==> src/rtl/fetch_queue.sv <==
// fetch_queue: instruction queue between the fetch_b stage and decode.
//
// Captures each non-bubble fetch_b slot {pc, instr, exc} and presents one
// registered instruction per cycle to decode. An empty queue is bypassed, so
// the fetch-to-decode latency is one cycle. Fetch is throttled through
// fetch_stall early enough that the two fetches already in flight still fit.
//
// Ports:
//   clk, rst          clock, asynchronous active-high reset
//   clk_en            global enable; low freezes every register
//   stall             decode stall; output registers hold, enqueue continues
//   flush             redirect; drops queued and incoming instructions
//   bubble_in         fetch_b slot empty
//   pc_in, exc_in     fetch_b pc and exception code (0 = none)
//   instr_in          memory read data for pc_in, same cycle
//   fetch_stall       stall request to fetch_a/fetch_b (from count only)
//   bubble_out        registered: no instruction for decode
//   pc_out, instr_out, exc_out  registered instruction to decode
//   overflow          sticky: enqueue attempted while full
module fetch_queue #(
  parameter int DEPTH = 4,
  parameter int PTR_W = 2
) (
  input  logic        clk,
  input  logic        rst,
  input  logic        clk_en,
  input  logic        stall,
  input  logic        flush,
  input  logic        bubble_in,
  input  logic [31:0] pc_in,
  input  logic [7:0]  exc_in,
  input  logic [31:0] instr_in,
  output logic        fetch_stall,
  output logic        bubble_out,
  output logic [31:0] pc_out,
  output logic [31:0] instr_out,
  output logic [7:0]  exc_out,
  output logic        overflow
);

  localparam logic [PTR_W:0] FULL_CNT  = (PTR_W+1)'(DEPTH);
  // Two free slots are kept for the fetch_a/fetch_b pair still in flight.
  localparam logic [PTR_W:0] STALL_CNT = (PTR_W+1)'(DEPTH - 2);

  // Entry layout: {pc[71:40], instr[39:8], exc[7:0]}
  logic [71:0]      mem_q [DEPTH];

  logic [PTR_W-1:0] rd_ptr_q, rd_ptr_d;
  logic [PTR_W-1:0] wr_ptr_q, wr_ptr_d;
  logic [PTR_W:0]   count_q, count_d;
  logic             bubble_q, bubble_d;
  logic [31:0]      pc_q, pc_d;
  logic [31:0]      instr_q, instr_d;
  logic [7:0]       exc_q, exc_d;
  logic             overflow_q, overflow_d;

  logic        enq, can_out, empty, full;
  logic        deq, bypass, enq_store, ovf_set;
  logic [71:0] head;

  assign empty   = (count_q == '0);
  assign full    = (count_q == FULL_CNT);
  assign enq     = clk_en & ~flush & ~bubble_in;
  assign can_out = clk_en & ~flush & ~stall;
  assign deq     = can_out & ~empty;
  assign bypass  = can_out & empty & enq;
  // A full queue still accepts a word when the head leaves in the same cycle.
  assign enq_store = enq & ~bypass & (~full | deq);
  assign ovf_set   = enq & ~bypass & full & ~deq;
  assign head      = mem_q[rd_ptr_q];

  assign fetch_stall = (count_q >= STALL_CNT);
  assign bubble_out  = bubble_q;
  assign pc_out      = pc_q;
  assign instr_out   = instr_q;
  assign exc_out     = exc_q;
  assign overflow    = overflow_q;

  always_comb begin
    rd_ptr_d   = rd_ptr_q;
    wr_ptr_d   = wr_ptr_q;
    count_d    = count_q;
    bubble_d   = bubble_q;
    pc_d       = pc_q;
    instr_d    = instr_q;
    exc_d      = exc_q;
    overflow_d = overflow_q | ovf_set;

    if (clk_en) begin
      if (flush) begin
        count_d  = '0;
        rd_ptr_d = wr_ptr_q;
        bubble_d = 1'b1;
      end else begin
        if (enq_store) wr_ptr_d = wr_ptr_q + PTR_W'(1);
        if (deq)       rd_ptr_d = rd_ptr_q + PTR_W'(1);

        case ({enq_store, deq})
          2'b10:   count_d = count_q + (PTR_W+1)'(1);
          2'b01:   count_d = count_q - (PTR_W+1)'(1);
          default: count_d = count_q;
        endcase

        // Excepting entries reach decode as a NOP carrying the code.
        if (deq) begin
          bubble_d = 1'b0;
          pc_d     = head[71:40];
          instr_d  = (head[7:0] != 8'd0) ? 32'd0 : head[39:8];
          exc_d    = head[7:0];
        end else if (bypass) begin
          bubble_d = 1'b0;
          pc_d     = pc_in;
          instr_d  = (exc_in != 8'd0) ? 32'd0 : instr_in;
          exc_d    = exc_in;
        end else if (!stall) begin
          // Empty queue and nothing arriving: keep the old payload visible.
          bubble_d = 1'b1;
        end
      end
    end
  end

  always_ff @(posedge clk or posedge rst) begin
    if (rst) begin
      rd_ptr_q   <= '0;
      wr_ptr_q   <= '0;
      count_q    <= '0;
      bubble_q   <= 1'b1;
      pc_q       <= '0;
      instr_q    <= '0;
      exc_q      <= '0;
      overflow_q <= 1'b0;
    end else begin
      rd_ptr_q   <= rd_ptr_d;
      wr_ptr_q   <= wr_ptr_d;
      count_q    <= count_d;
      bubble_q   <= bubble_d;
      pc_q       <= pc_d;
      instr_q    <= instr_d;
      exc_q      <= exc_d;
      overflow_q <= overflow_d;
    end
  end

  // Storage carries no reset; validity is tracked by the pointers and count.
  always_ff @(posedge clk) begin
    if (enq_store) mem_q[wr_ptr_q] <= {pc_in, instr_in, exc_in};
  end

endmodule

==> config.mk <==
export PLATFORM = sky130hd
export DESIGN_NAME = fetch_queue
export DESIGN_NICKNAME = d
export VERILOG_FILES = /design/src/rtl/fetch_queue.sv
export SDC_FILE = /design/constraint.sdc
export NUM_CORES = 1
export LEC_CHECK = 0
export CORE_ASPECT_RATIO = 1.1
export CORE_UTILIZATION = 45
export DETAILED_ROUTE_END_ITERATION = 7
export HOLD_SLACK_MARGIN = 0.12
export PLACE_DENSITY = 0.73
export RECOVER_POWER = 25
export SETUP_SLACK_MARGIN = 0.3
export SKIP_LAST_GASP = 1
export SLEW_MARGIN = 5
export SYNTH_ARGS = -nofsm -noshare
export SYNTH_HDL_FRONTEND = slang
export SYNTH_SLANG_ARGS = --single-unit
==> constraint.sdc <==
create_clock -name clk -period 9.41 [get_ports clk]
set_input_delay 0.941 -clock clk [delete_from_list [all_inputs] [get_ports clk]]
set_output_delay 0.941 -clock clk [all_outputs]
set_load 0.03 [all_outputs]
* Yosys cells after proc, flatten, opt, wreduce, memory -nomap -nowiden *
Memory sizes are Yosys's and may differ from the RTL's.
Index checks and enable logic that the tools add are counted.

storage, ports and cells
  flip-flop bits (word level) = 81
  RAM bits = 288
  output and inout bits = 75
  word-level logic and storage cells = 66
  memories = 1

cells by class
  add/subtract/negate cells = 4
  $lt $le $gt $ge = 1
  equal/unequal tests = 4
  muxes and demuxes = 18
  bitwise operators = 19
  reductions and logical operators = 11

memories
  memory  words  bits a word  read ports  clocked after memory_dff  write ports  line  source
  mem_q   4      72           1           0                         1            46    logic [71:0] mem_q [DEPTH];

operators by type and width
  operator                                              number
  2-to-1 mux 32 bit                                     6
  2-to-1 mux 8 bit                                      2
  nonzero test 8 bit                                    2
  bitwise AND 1 bit                                     10
  NOT 1 bit                                             7
  2-to-1 mux 1 bit                                      6
  case mux 3 bit (2 select lines)                       1
  AND reduction 2 bit                                   3
  AND reduction 3 bit                                   2
  adder 2 x 1 -> 2 bit (second input constant)          2
  2-to-1 mux 2 bit                                      2
  != test 4 x 1 -> 1 bit (second input constant)        1
  nonzero test 2 bit                                    2
  adder 3 x 1 -> 3 bit (second input constant)          1
  equality test 3 bit (second input constant)           1
  >= comparator 3 x 2 -> 1 bit (second input constant)  1
  zero test 3 bit                                       1
  2-to-1 mux 3 bit                                      1
  nonzero test 3 bit                                    1
  subtractor 3 x 1 -> 3 bit (second input constant)     1
  equality test 2 x 1 -> 1 bit (second input constant)  1
  equality test 2 bit (second input constant)           1
  OR 1 bit                                              2

* Depth between registers and ports, before layout *
  depth after elaboration = 11
  gate-level depth with buffers = 8
  gate-level depth less buffers = 6

* Least setup slack after synthesis *
Ideal clock, no wire load.

  path type = in2reg
  start = input flush
  end = memory mem_q[0][0], enable pin
  setup time = 0.438 ns
  arrival = 3.513 ns
  required time = 8.972 ns
  path slack = 5.459 ns
  stages on the path = 3
  path buffers = 0
  path through = or3b_1 > a31oi_1 > and2_1

on the way
  cells in the longest elaborated chain, start to end = 10
  elaborated cells between the ends (all ways) = 13

RTL lines
  item                                        line    source
  from (decl)                                 28      input logic flush,
  NOT 1 bit (no line) (*)                     --
  bitwise AND 1 bit (*)                       63, 64
  bitwise AND 1 bit                           64      assign can_out = clk_en & ~flush & ~stall;
  bitwise AND 1 bit (2 in series)             66      assign bypass = can_out & empty & enq;
  NOT 1 bit                                   68      assign enq_store = enq & ~bypass & (~full | deq);
  bitwise AND 1 bit                           68
  bitwise AND 1 bit (*)                       68
  2-to-1 mux 1 bit (*)                        147     if (enq_store) mem_q[wr_ptr_q] <= {pc_in, instr_in, exc_in};
  2-to-1 mux 1 bit (implied by the code) (*)  147
  to (decl)                                   46

Every way passes the cells marked *; elsewhere a longest branch is shown, timed or not.

* Worst setup path in the final report *
  start = register rd_ptr_q[0]
  end = register instr_q[24], in the netlist instr_out[24]

on the way
  cells in the longest elaborated chain, start to end = 4

RTL lines
  item                          line  source
  from (decl)                   48    logic [PTR_W-1:0] rd_ptr_q, rd_ptr_d;
  from (signal assigned)        134   rd_ptr_q <= rd_ptr_d;
  memory read (4 x 72 bit) (*)  --
  nonzero test 8 bit            108   instr_d = (head[7:0] != 8'd0) ? 32'd0 : head[39:8];
  2-to-1 mux 32 bit (*)         108
  2-to-1 mux 32 bit (*)         105   if (deq) begin
  to (signal assigned)          139   instr_q <= instr_d;
  to (decl)                     53    logic [31:0] instr_q, instr_d;

Marks and branches as above.
A chain may end at the register's enable or synchronous reset.

==> summary.txt <==
Worst setup path
  – Critical path startpoint category: flop
  – Critical path data required time: 9.85 ns
  – Nature of the critical path endpoint: flop
  – Arr. time, crit path: 4.51 ns
  – Max FO, Critical Path: 44
  – Critical path class: flop to flop

Hold path
  – Hold WC Path Type: flop to flop

STA
  – Fin. Hold Viols: 0
  – Setup TNS: 0 ns
  – Clock Skews: 0.01681 ns
  – Worst slew pin tran: 1.126 ns
  – Count of final max-slew check failures: 0
  – Fin crit share: 43.25%
  – Fmax: 245.7 MHz
  – Final worst path period need: 4.070 ns
  – Slew HR: 24.91%
  – Hold Slack: 0.5148 ns
  – RSZ-0062 raised after global routing: false
  – # setup viols final: 0

Route
  – Post-detailed-routing wire length: 28.90 mm
  – Total vias in the final route: 7524
  – Detailed Route Iter0 Violations: 542
  – Final ANT Viol Nets: 0
  – First-pass DRT Iterations: 5
  – Post-DR wirelength/cell: 21.13 um
  – Via density: 5.500
  – DRC viols: 0

Synthesis
  – Post-synthesis cell area: 14290 um2
  – Synth top area share: 60.52%
  – Main combinational cell family by area after synthesis: multiplexers
  – Cells after Synth: 767
  – Post-synthesis cell type count: 45
  – Area contributors post-synth: edfxtp_1 61%, dfrtp_1 14%, mux4_2 11%, mux2i_1 2.8%, o21ai_1 2.5%
  – Ys async rst share: 21.95%
  – EDFF count, synth: 288
  – Mux cell area share after synthesis: 14.28%
  – Post-Synth Simple-Gate Area: 3.704%
  – Top cell type by total area after synthesis: edfxtp_1
  – Post-synthesis adder-cell area fraction: 0.4903%
  – Area fraction in compound gates after synthesis: 4.719%
  – Mapped Avg Cell Area: 18.63 um2
  – Yosys warnings: 0
  – Top_reg_cell synth: edfxtp_1
  – Syn_nets: 850
  – Seq/Total Area, Yosys: 74.71%
  – Flops & latches, synth: 369
  – Synth Area in XOR/XNOR: 0.3065%

Outcome
  – Outcome: completed

Global routing
  – Global-route wire length before repair: 44.66 mm
  – GRT Residual Overflow: 0
  – Total GRT Usage: 18.36%
  – Number of global-route vias before repair: 7785
  – Initial antenna violation count: 3
  – Largest net degree at the start of global routing: 88

Clocking
  – CTS-repair resized insts: 0
  – Clock Tree Buf Depth: 3
  – CTS Hold Bufs: 0
  – H-tree Lvls: 2
  – TritonCTS clock tree: done
  – Worst-path clk slew: 0.06 ns
  – Total CTS buffers: 38
  – Clock latency reported for the late side of the worst-skew pair: 0.53 ns
  – Root buffer cell: clkbuf_16
  – Postcts setup bufs: 0
  – Clk sink count: 369

Power
  – Power per cell area: 267.6 nW/um2
  – Leak: 6.017 nW
  – Worst VDD drop: 173.6 uV

Floorplan
  – Total die area: 32470 um2
  – Top Ports: 153
  – Std cell rows: 68
  – Die Ht: 188.9 um
  – Initial core utilization: 45.64%
  – Core area: 31310 um2
  – Die W: 171.9 um

Layout
  – Post-synthesis to final-layout area growth: 22.63%
  – Most frequent cells in the layout: 288 x edfxtp_1, 99 x clkdlybuf4s50_1, 78 x dfrtp_1
  – Fin nets: 1000
  – Commonest non-fill, non-tap cell in the layout: edfxtp_1
  – FILL cells: 2431
  – Layout cells sized above 1: 16.37%

Placement
  – Placer Congestion: 0.7061
  – Hpwl dp: 16.63 mm
  – Port bufs: 152

Run
  – Max Cap Viol: 0
-- power breakdown --
| part | total, W | switching [W] | internal (W) |
|---|---|---|---|
| clock network | 0.00158 | 0.000621 | 0.000959 |
| registers | 0.00207 | 0.000134 | 0.00193 |
| logic | 0.00104 | 0.000544 | 0.000500 |
| total | 0.00469 | 0.00130 | 0.00339 |
-- metrics by stage --
stage / utilization (%) / setup WS [ns] / std cells / cell area, um2 / total power, W
2_1_floorplan: - / 5.459 / 767 / 14290 / 0.002776
3_3_place_gp: 51.68 / 5.250 / 1297 / 16180 / 0.003150
3_5_place_dp: 51.68 / 5.174 / 1297 / 16180 / 0.003162
4_1_cts: 55.96 / 5.229 / 1367 / 17520 / 0.004738
5_1_grt: 55.97 / 5.013 / 1368 / 17520 / 0.004870
6_report: 55.97 / 5.340 / 1368 / 17520 / 0.004690
-- cell families after synthesis --
logic type | after synthesis
compound gates | 114
xor+xnor | 5
fa+ha+maj | 5
buf+inv | 54
flops | 369
mux | 113
simple gates | 107
-- per-layer routing --
layer	global-route usage (%)	part of all wire (%)	vias to the layer above
met5	0	0	-
met1	25.18	42	3847
met3	3.616	6.5	45
met2	30.10	50	272
li1	-	-	3360
met4	4.833	1.8	0
-- cells in the mapped netlist, types with 5 or more instances --
cell type and count:
clkbuf_1 23, buf_1 10, nand2_1 49, o21ai_1 71
edfxtp_1 288, mux4_2 70, dfrtp_1 80, nand3_1 32
mux2i_1 40, buf_2 9, inv_1 5, a22oi_1 32
-- final timing paths --
path / end / depth (start not counted) / from / slack [ns]
worst max-delay path: instr_out[24]$_DFFE_PP0P_ / 6 / rd_ptr_q[0]$_DFFE_PP0P_ / 5.34
min in group asynchronous: count_q[2]$_DFFE_PP0P_ / 2 / rst / 1.07
worst min-delay path: overflow$_DFF_PP0_ / 1 / overflow$_DFF_PP0_ / 0.51
max in group asynchronous: rd_ptr_q[1]$_DFFE_PP0P_ / 2 / rst / 7.53
worst min register to register: overflow$_DFF_PP0_ / 1 / overflow$_DFF_PP0_ / 0.51
worst max register to register: instr_out[24]$_DFFE_PP0P_ / 6 / rd_ptr_q[0]$_DFFE_PP0P_ / 5.34
-- worst max-delay path: stages, from the launching register on --
cell,delay (ns)
dfrtp_4,0.85
buf_4,0.83
mux4_1,0.66
or4_1,0.57
nor2_4,0.70
nand3_1,0.17
o21ai_1,0.13
-- sequential cells by signal (all words and copies together), names as in the netlist, 2 cells and up --
register	count
mem_q	288
count_q	3
exc_out	8
rd_ptr_q	2
pc_out	32
wr_ptr_q	2
instr_out	32
-- area by class of cell --
type	count	area (um2)	area share, %
well taps	420	525.5	2.999
multi-input cells	344	3377	19.27
inverters	5	21.27	0.1214
repair buffers	159	1574	8.982
diodes	1	2.502	0.01428
clock inverters	22	257.7	1.471
flip-flops and latches	369	10680	60.97
clock buffers	48	1082	6.176
(Power assumes the default switching activity.)
